==> src/rtl/alu_pkg.sv <==
// alu_pkg -- shared definitions for the ALU sequencer.
//   MODE_*    : alu_mode encodings driven to the external combinational ALU
//   state_t   : sequencer FSM states
//   NIB_*     : LSB position of each operation's nibble inside res_out
package alu_pkg;

  localparam logic [1:0] MODE_ADD = 2'd0;
  localparam logic [1:0] MODE_SUB = 2'd1;
  localparam logic [1:0] MODE_XOR = 2'd2;
  localparam logic [1:0] MODE_AND = 2'd3;

  localparam int NIB_W   = 4;
  localparam int NIB_ADD = 0;
  localparam int NIB_SUB = 4;
  localparam int NIB_XOR = 8;
  localparam int NIB_AND = 12;

  typedef enum logic [1:0] {
    ST_IDLE  = 2'd0,
    ST_ISSUE = 2'd1,
    ST_DONE  = 2'd2
  } state_t;

endpackage

==> src/rtl/alu_seq_check.sv <==
// alu_seq_check -- reference model for the external ALU. Compares every
// nibble captured during ISSUE against the value computed here and raises a
// sticky error flag on any difference.
//   clk, rst_n        : clock, async active-low reset
//   start             : request accepted this cycle, clears err
//   cap_en            : a nibble is captured at the end of this cycle
//   a, b, c_in, mode  : operands and mode currently driven to the ALU
//   result, c_out     : ALU response being captured
//   err               : sticky mismatch flag
module alu_seq_check
  import alu_pkg::*;
(
  input  logic       clk,
  input  logic       rst_n,
  input  logic       start,
  input  logic       cap_en,
  input  logic [2:0] a,
  input  logic [2:0] b,
  input  logic       c_in,
  input  logic [1:0] mode,
  input  logic [2:0] result,
  input  logic       c_out,
  output logic       err
);

  logic [3:0] expected;

  always_comb begin
    expected = 4'd0;
    case (mode)
      MODE_ADD: expected = {1'b0, a} + {1'b0, b} + {3'b000, c_in};
      // the ALU supplies its own carry-in of 1 for subtraction
      MODE_SUB: expected = {1'b0, a} + {1'b0, ~b} + 4'd1;
      MODE_XOR: expected = {1'b0, a ^ b};
      default:  expected = {1'b0, a & b};
    endcase
  end

  always_ff @(posedge clk or negedge rst_n) begin
    if (!rst_n) begin
      err <= 1'b0;
    end else if (start) begin
      err <= 1'b0;
    end else if (cap_en && ({c_out, result} != expected)) begin
      err <= 1'b1;
    end
  end

endmodule

==> src/rtl/alu_sequencer.sv <==
// alu_sequencer -- accepts one {a, b, c_in} request, walks an external
// combinational ALU through ADD, SUB, XOR and AND (one mode per cycle) and
// presents the four results packed as {AND, XOR, SUB, ADD}, each nibble
// {c_out, result[2:0]}.
//   clk, rst_n               : clock, async active-low reset
//   in_valid/in_ready        : request handshake; in_a, in_b, in_c_in operands
//   alu_a/alu_b/alu_mode/alu_c_in : registered drive to the external ALU
//   alu_result/alu_c_out     : external ALU response
//   out_valid/out_ready      : result handshake; res_out packed results
//   err                      : sticky checker mismatch flag
// Optional feature: define ALU_SEQ_CHECK_EN to build the internal result
// checker (alu_seq_check); otherwise err is tied low.
//
// state    | meaning
// ST_IDLE  | waiting for a request (in_ready high once out of reset)
// ST_ISSUE | four cycles, alu_mode 0..3, capturing one nibble per cycle
// ST_DONE  | results held until out_valid && out_ready
module alu_sequencer
  import alu_pkg::*;
(
  input  logic        clk,
  input  logic        rst_n,
  input  logic        in_valid,
  output logic        in_ready,
  input  logic [2:0]  in_a,
  input  logic [2:0]  in_b,
  input  logic        in_c_in,
  output logic [2:0]  alu_a,
  output logic [2:0]  alu_b,
  output logic [1:0]  alu_mode,
  output logic        alu_c_in,
  input  logic [2:0]  alu_result,
  input  logic        alu_c_out,
  output logic        out_valid,
  input  logic        out_ready,
  output logic [15:0] res_out,
  output logic        err
);

  state_t state;

  // in_ready is a register rather than a decode of state so that it stays low
  // while reset is held and rises on the first edge after release.
  always_ff @(posedge clk or negedge rst_n) begin
    if (!rst_n) begin
      state     <= ST_IDLE;
      in_ready  <= 1'b0;
      alu_a     <= 3'd0;
      alu_b     <= 3'd0;
      alu_mode  <= MODE_ADD;
      alu_c_in  <= 1'b0;
      res_out   <= 16'd0;
      out_valid <= 1'b0;
    end else begin
      case (state)
        ST_IDLE: begin
          in_ready <= 1'b1;
          if (in_valid && in_ready) begin
            alu_a    <= in_a;
            alu_b    <= in_b;
            alu_c_in <= in_c_in;
            alu_mode <= MODE_ADD;
            in_ready <= 1'b0;
            state    <= ST_ISSUE;
          end
        end
        ST_ISSUE: begin
          case (alu_mode)
            MODE_ADD: res_out[NIB_ADD +: NIB_W] <= {alu_c_out, alu_result};
            MODE_SUB: res_out[NIB_SUB +: NIB_W] <= {alu_c_out, alu_result};
            MODE_XOR: res_out[NIB_XOR +: NIB_W] <= {alu_c_out, alu_result};
            default:  res_out[NIB_AND +: NIB_W] <= {alu_c_out, alu_result};
          endcase
          if (alu_mode == MODE_AND) begin
            alu_mode <= MODE_ADD;
            state    <= ST_DONE;
          end else begin
            alu_mode <= alu_mode + 2'd1;
          end
        end
        ST_DONE: begin
          // out_valid is registered off DONE, so it rises one edge after the
          // final capture (the 5th edge after the accept edge).
          if (!out_valid) begin
            out_valid <= 1'b1;
          end else if (out_ready) begin
            out_valid <= 1'b0;
            in_ready  <= 1'b1;
            state     <= ST_IDLE;
          end
        end
        default: begin
          state    <= ST_IDLE;
          alu_mode <= MODE_ADD;
        end
      endcase
    end
  end

`ifdef ALU_SEQ_CHECK_EN
  logic accept;
  logic cap_en;

  assign accept = (state == ST_IDLE) && in_valid && in_ready;
  assign cap_en = (state == ST_ISSUE);

  alu_seq_check u_check (
    .clk    (clk),
    .rst_n  (rst_n),
    .start  (accept),
    .cap_en (cap_en),
    .a      (alu_a),
    .b      (alu_b),
    .c_in   (alu_c_in),
    .mode   (alu_mode),
    .result (alu_result),
    .c_out  (alu_c_out),
    .err    (err)
  );
`else
  assign err = 1'b0;
`endif

endmodule

==> config.mk <==
export PLATFORM = sky130hd
export DESIGN_NAME = alu_sequencer
export DESIGN_NICKNAME = d
export VERILOG_FILES = /design/src/rtl/alu_pkg.sv /design/src/rtl/alu_seq_check.sv /design/src/rtl/alu_sequencer.sv
export SDC_FILE = /design/constraint.sdc
export NUM_CORES = 1
export LEC_CHECK = 0
export CORE_ASPECT_RATIO = 0.7
export CORE_MARGIN = 2
export CORE_UTILIZATION = 46
export CTS_BUF_LIST = sky130_fd_sc_hd__clkbuf_8
export DETAILED_ROUTE_END_ITERATION = 12
export PLACE_DENSITY_LB_ADDON = 0.2
export SETUP_SLACK_MARGIN = 0.2
export SLEW_MARGIN = 20
export SYNTH_ARGS = -nofsm -noshare
export SYNTH_HDL_FRONTEND = slang
export SYNTH_SLANG_ARGS = --single-unit
==> constraint.sdc <==
create_clock -name clk -period 1.82 [get_ports clk]
set_input_delay 0.364 -clock clk [delete_from_list [all_inputs] [get_ports clk]]
set_output_delay 0.364 -clock clk [all_outputs]
set_load 0.005 [all_outputs]
-- After elaboration in Yosys (flattened, before gate mapping)
Cells that the tools add are included.
- register bits: 29
- input bits: 15
- word-level logic and storage cells: 50
- add/sub/neg operators: 1
- eq/ne operators: 9
- mux-type cells: 14
- bitwise operators: 2
- reduce and logical (&&, ||, !) cells: 13
- operators with widths (cell ; count):
    $mux W2 ; 6
    $pmux W2 S3 ; 2
    $reduce_and A2 Y1 ; 6
    $ne A2 B2 Y1 const B ; 4
    $eq A2 B2 Y1 const B ; 3
    $mux W1 ; 5
    $eq A2 B1 Y1 const B ; 2
    $logic_not A2 Y1 ; 2
    $reduce_and A4 Y1 ; 1
    $reduce_and A3 Y1 ; 1
    $reduce_or A3 Y1 ; 1
    $add A2 B1 Y2 const B ; 1
    $not A1 Y1 ; 2
    $pmux W1 S2 ; 1
    $reduce_bool A2 Y1 ; 1
    $logic_and A1 B1 Y1 ; 1

-- Depth between registers and ports, before layout
- depth after elaboration: 4
- mapped depth: 4
- mapped depth without buffers: 4

-- Worst setup path after synthesis
OpenSTA, ideal clock, no wires.
- path type: reg-to-reg
- start: reg alu_mode[0]
- end: reg res_out[0]
- arrival time: 1.183 ns
- setup slack: 0.512 ns
- cell stages (with the launch flop): 5
- period minus slack after synthesis: 1.308 ns
- cell sequence: dfrtp_1 inv_1 ha_1 nand3b_1 mux2_2
- word-level cells in the longest chain between the ends: 2
- ends and longest elaborated chain (element ; line ; RTL):
    start, declared ; alu_sequencer.sv:30 ; output logic [1:0] alu_mode,
    start signal, assigned ; alu_sequencer.sv:78 ; alu_mode <= alu_mode + 2'd1;
    $logic_not A2 Y1 ; alu_sequencer.sv:68 ; case (alu_mode)
    $reduce_and A2 Y1 (no line) ; - ;
    end signal, assigned by index ; alu_sequencer.sv:69 ; MODE_ADD: res_out[NIB_ADD +: NIB_W] <= {alu_c_out, alu_result};
    end signal, assigned by index ; alu_sequencer.sv:70 ; MODE_SUB: res_out[NIB_SUB +: NIB_W] <= {alu_c_out, alu_result};
    end signal, assigned by index ; alu_sequencer.sv:71 ; MODE_XOR: res_out[NIB_XOR +: NIB_W] <= {alu_c_out, alu_result};
    end, declared ; alu_sequencer.sv:36 ; output logic [15:0] res_out,
Every way passes these cells.
A chain may end at the register's enable or synchronous reset.

-- Worst setup path after layout
- start: reg alu_mode[1]
- end: out alu_mode[1]
No word-level cell between the ends.

==> summary.md <==
| Metric | Value |
|---|---|
| Status | `complete, no violations` |
| Vias post-DR | `817` |
| Setup crit end | `alu_mode[1]` |
| Worst-path maximum fanout | `6` |
| Max Cap Violations | `0` |
| WP buf/inv | `1` |
| Starting density of the core | `49.8%` |
| Largest net degree at the start of global routing | `30` |
| Layout cell share with drive strength beyond 1 | `27.6%` |
| CP Cell Sequence | `clkdlybuf4s50_1` |
| DRT iter0 DRCs | `22` |
| Die width | `66.6 µm` |
| Post-DP HPWL | `1830 µm` |
| Via-to-Cell Ratio | `4.86` |
| Mapped Cells | `84` |
| Leading area contributor after synthesis | `dfrtp_1` |
| Routed length per instance | `14.6 µm` |
| IO Pins | `43` |
| Average cell area after synthesis | `15.0 µm²` |
| Power after layout | `0.00319 W` |
| Seq pwr share | `37.9%` |
| Part of the cycle the worst path needs | `85.7%` |
| P&R area growth vs syn | `44.1%` |
| FF-to-FF path depth | `3` |
| Minimum clock period | `1.56 ns` |
| TritonCTS Buffers | `5` |
| Clock-pin slew on the worst setup and hold paths | `0.06 ns` |
| Reg-to-reg endpoint | `alu_c_in` |
| Worst-skew pair later-pin latency | `0.27 ns` |
| Hold_buf cts | `0` |
| Post-route ant nets | `0` |
| Final setup violation count | `0` |
| Pre-CTS setup slack | `0.102 ns` |
| Die area | `3180 µm²` |
| Row Count | `15` |
| Syn. warnings | `0` |
| Fin Hold WS | `0.500 ns` |
| Pint | `0.00228 W` |
| Std-Cell Core Area | `2530 µm²` |
| Synthesis-stage register bit count | `29` |
| Leakage | `0.797 nW` |
| Net switching power | `0.000906 W` |
| Pwr Density | `1750 nW/µm²` |
| First-pass GRT wire length | `3790 µm` |
| Slowest stage cell, crit path | `clkdlybuf4s50_1` |
| Unique masters post-synth | `20` |
| DRC Markers | `0` |
| FILL cells | `185` |
| RePlAce Congestion | `0.744` |
| Clock Power Share | `15.0%` |
| Register area share after synthesis | `57.5%` |
| Share of the synthesized area in the top cell type | `57.5%` |
| Syn Nets | `104` |
| Family with the most delay on the worst path | `buffers and inverters` |
| Root Driver | `clkbuf_8` |
| Final WS setup | `0.260 ns` |
| RSZ-0062 raised after global routing | `false` |
| FF-to-FF Start | `state[0]` |
| Setup TNS | `0 ns` |
| Startpoint Class | `flop` |
| Initial antenna violation count | `0` |
| Hold Path Class | `in -> async` |
| Crit Path Class | `reg -> out` |
| Die Y | `47.8 µm` |
| GRT Resource Usage Total | `17.3%` |
| Commonest non-fill, non-tap cells in the layout | `clkdlybuf4s50_1, dfrtp_1, mux2_2` |
| Port bufs | `41` |
| Initial DRT Pass Iterations | `2` |
| Antenna diode instance count | `0` |
| Final hold viol count | `0` |
| Crit. End Element | `primary output` |
| Critical Path RT | `1.46 ns` |
| Total Wirelength | `2460 µm` |
| Switching share of power | `28.4%` |
| Number of global-route vias before repair | `795` |
| Placed Area | `1720 µm²` |
| Worst EP arrival | `1.20 ns` |
| CTS sink count | `29` |
| Gr ovfl total | `0` |
| Max-slew violation count | `0` |
| CTS tree | `built` |
| Post-Syn Area | `1260 µm²` |
| Clk_skew | `0.00683 ns` |
| Critical path depth | `1` |
| Final nets | `153` |
| Largest stage delay on the critical path | `0.52 ns` |
| Comb pwr share | `47.1%` |
| Maximum vdd ir drop | `0.911 mV` |
| H-tree depth | `2` |
| CTS max path bufs | `2` |
| Synth area leaders | `dfrtp_1, mux2_2, mux2_4, ha_1, nand3b_1` |
| Final Cell Area | `1820 µm²` |
| Achievable Freq | `641 MHz` |
| Worst reg-to-reg setup slack | `0.38 ns` |
| Setup crit start | `alu_mode[1]` |
| Commonest non-fill, non-tap cell in the layout | `clkdlybuf4s50_1` |
per-stage QoR:
step	utilization [%]	instances
floorplan	-	84
global placement	67.8	158
detailed placement	67.8	158
CTS	71.1	166
global route	71.8	168
finish	71.8	168
metal layers:
layer | track usage, % | routed length, µm
met1 | 22.1 | 1120
met2 | 25.4 | 1150
met3 | 8.00 | 171
met4 | 8.57 | 18
met5 | 0 | 0
cell families after synthesis:
| family | after synthesis | share of synthesized area, % |
|---|---|---|
| DFF | 29 | 57.5 |
| muxes | 24 | 23.5 |
| buffers and inverters | 7 | 3.07 |
| and+or+nand+nor | 13 | 7.24 |
| other | 1 | 0.297 |
| adders and majority gates | 5 | 4.96 |
| AOI/OAI and AO/OA | 5 | 3.37 |
sequential cells by signal, indices dropped and copies added (netlist names):
register / cells
alu_c_in: 1
alu_mode: 2
in_ready: 1
res_out: 16
state: 2
alu_a: 3
alu_b: 3
out_valid: 1
cell type report:
type                       instances  area [µm²]  area share, %
inverter                           4        15.0          0.826
multi-input combinational         48         497           27.3
sequential                        29         728           40.1
timing repair buffer              45         453           24.9
clock buffer                       5        68.8           3.79
tap                               34        42.5           2.34
clock inverter                     3        13.8          0.757
Yosys cell counts:
cell      instances
dfrtp_1          29
nor2_1            1
a32o_1            2
nand3b_1          6
nand2b_1          1
buf_4             1
buf_6             1
a22o_1            1
buf_2             1
a311oi_1          1
mux2_2           17
and4bb_1          1
nand2_1           1
nor2b_1           2
ha_1              5
conb_1            1
inv_1             4
and2b_1           1
mux2_4            7
a21oi_1           1
repair_timing:
action / 4_1_cts / 5_1_grt
setup endpoints to repair: 1 / 2
resized for setup: 1 / 1
gates cloned: 0 / 0
setup buffers: 0 / 2
power by group through the flow:
stage	Clock, W	Combinational (W)	Sequential [W]
after floorplan	0	0.000691	0.00120
after global placement	0	0.00143	0.00121
after detailed placement	0	0.00148	0.00122
after CTS	0.000499	0.00149	0.00121
after global routing	0.000538	0.00163	0.00126
final	0.000480	0.00150	0.00121
how the worst min path moves through the flow:
stage                           from    endpoint  slack, ns  cells after the start
after detailed placement  res_out[6]  res_out[6]       0.49                      1
after global placement    res_out[4]  res_out[4]       0.49                      1
final                          rst_n  res_out[9]       0.50                      2
after CTS                      rst_n    alu_b[0]       0.51                      2
after floorplan                rst_n    alu_a[0]       0.07                      0
after global routing      res_out[8]  res_out[8]       0.52                      1
Power figures use the tool's default switching activity.
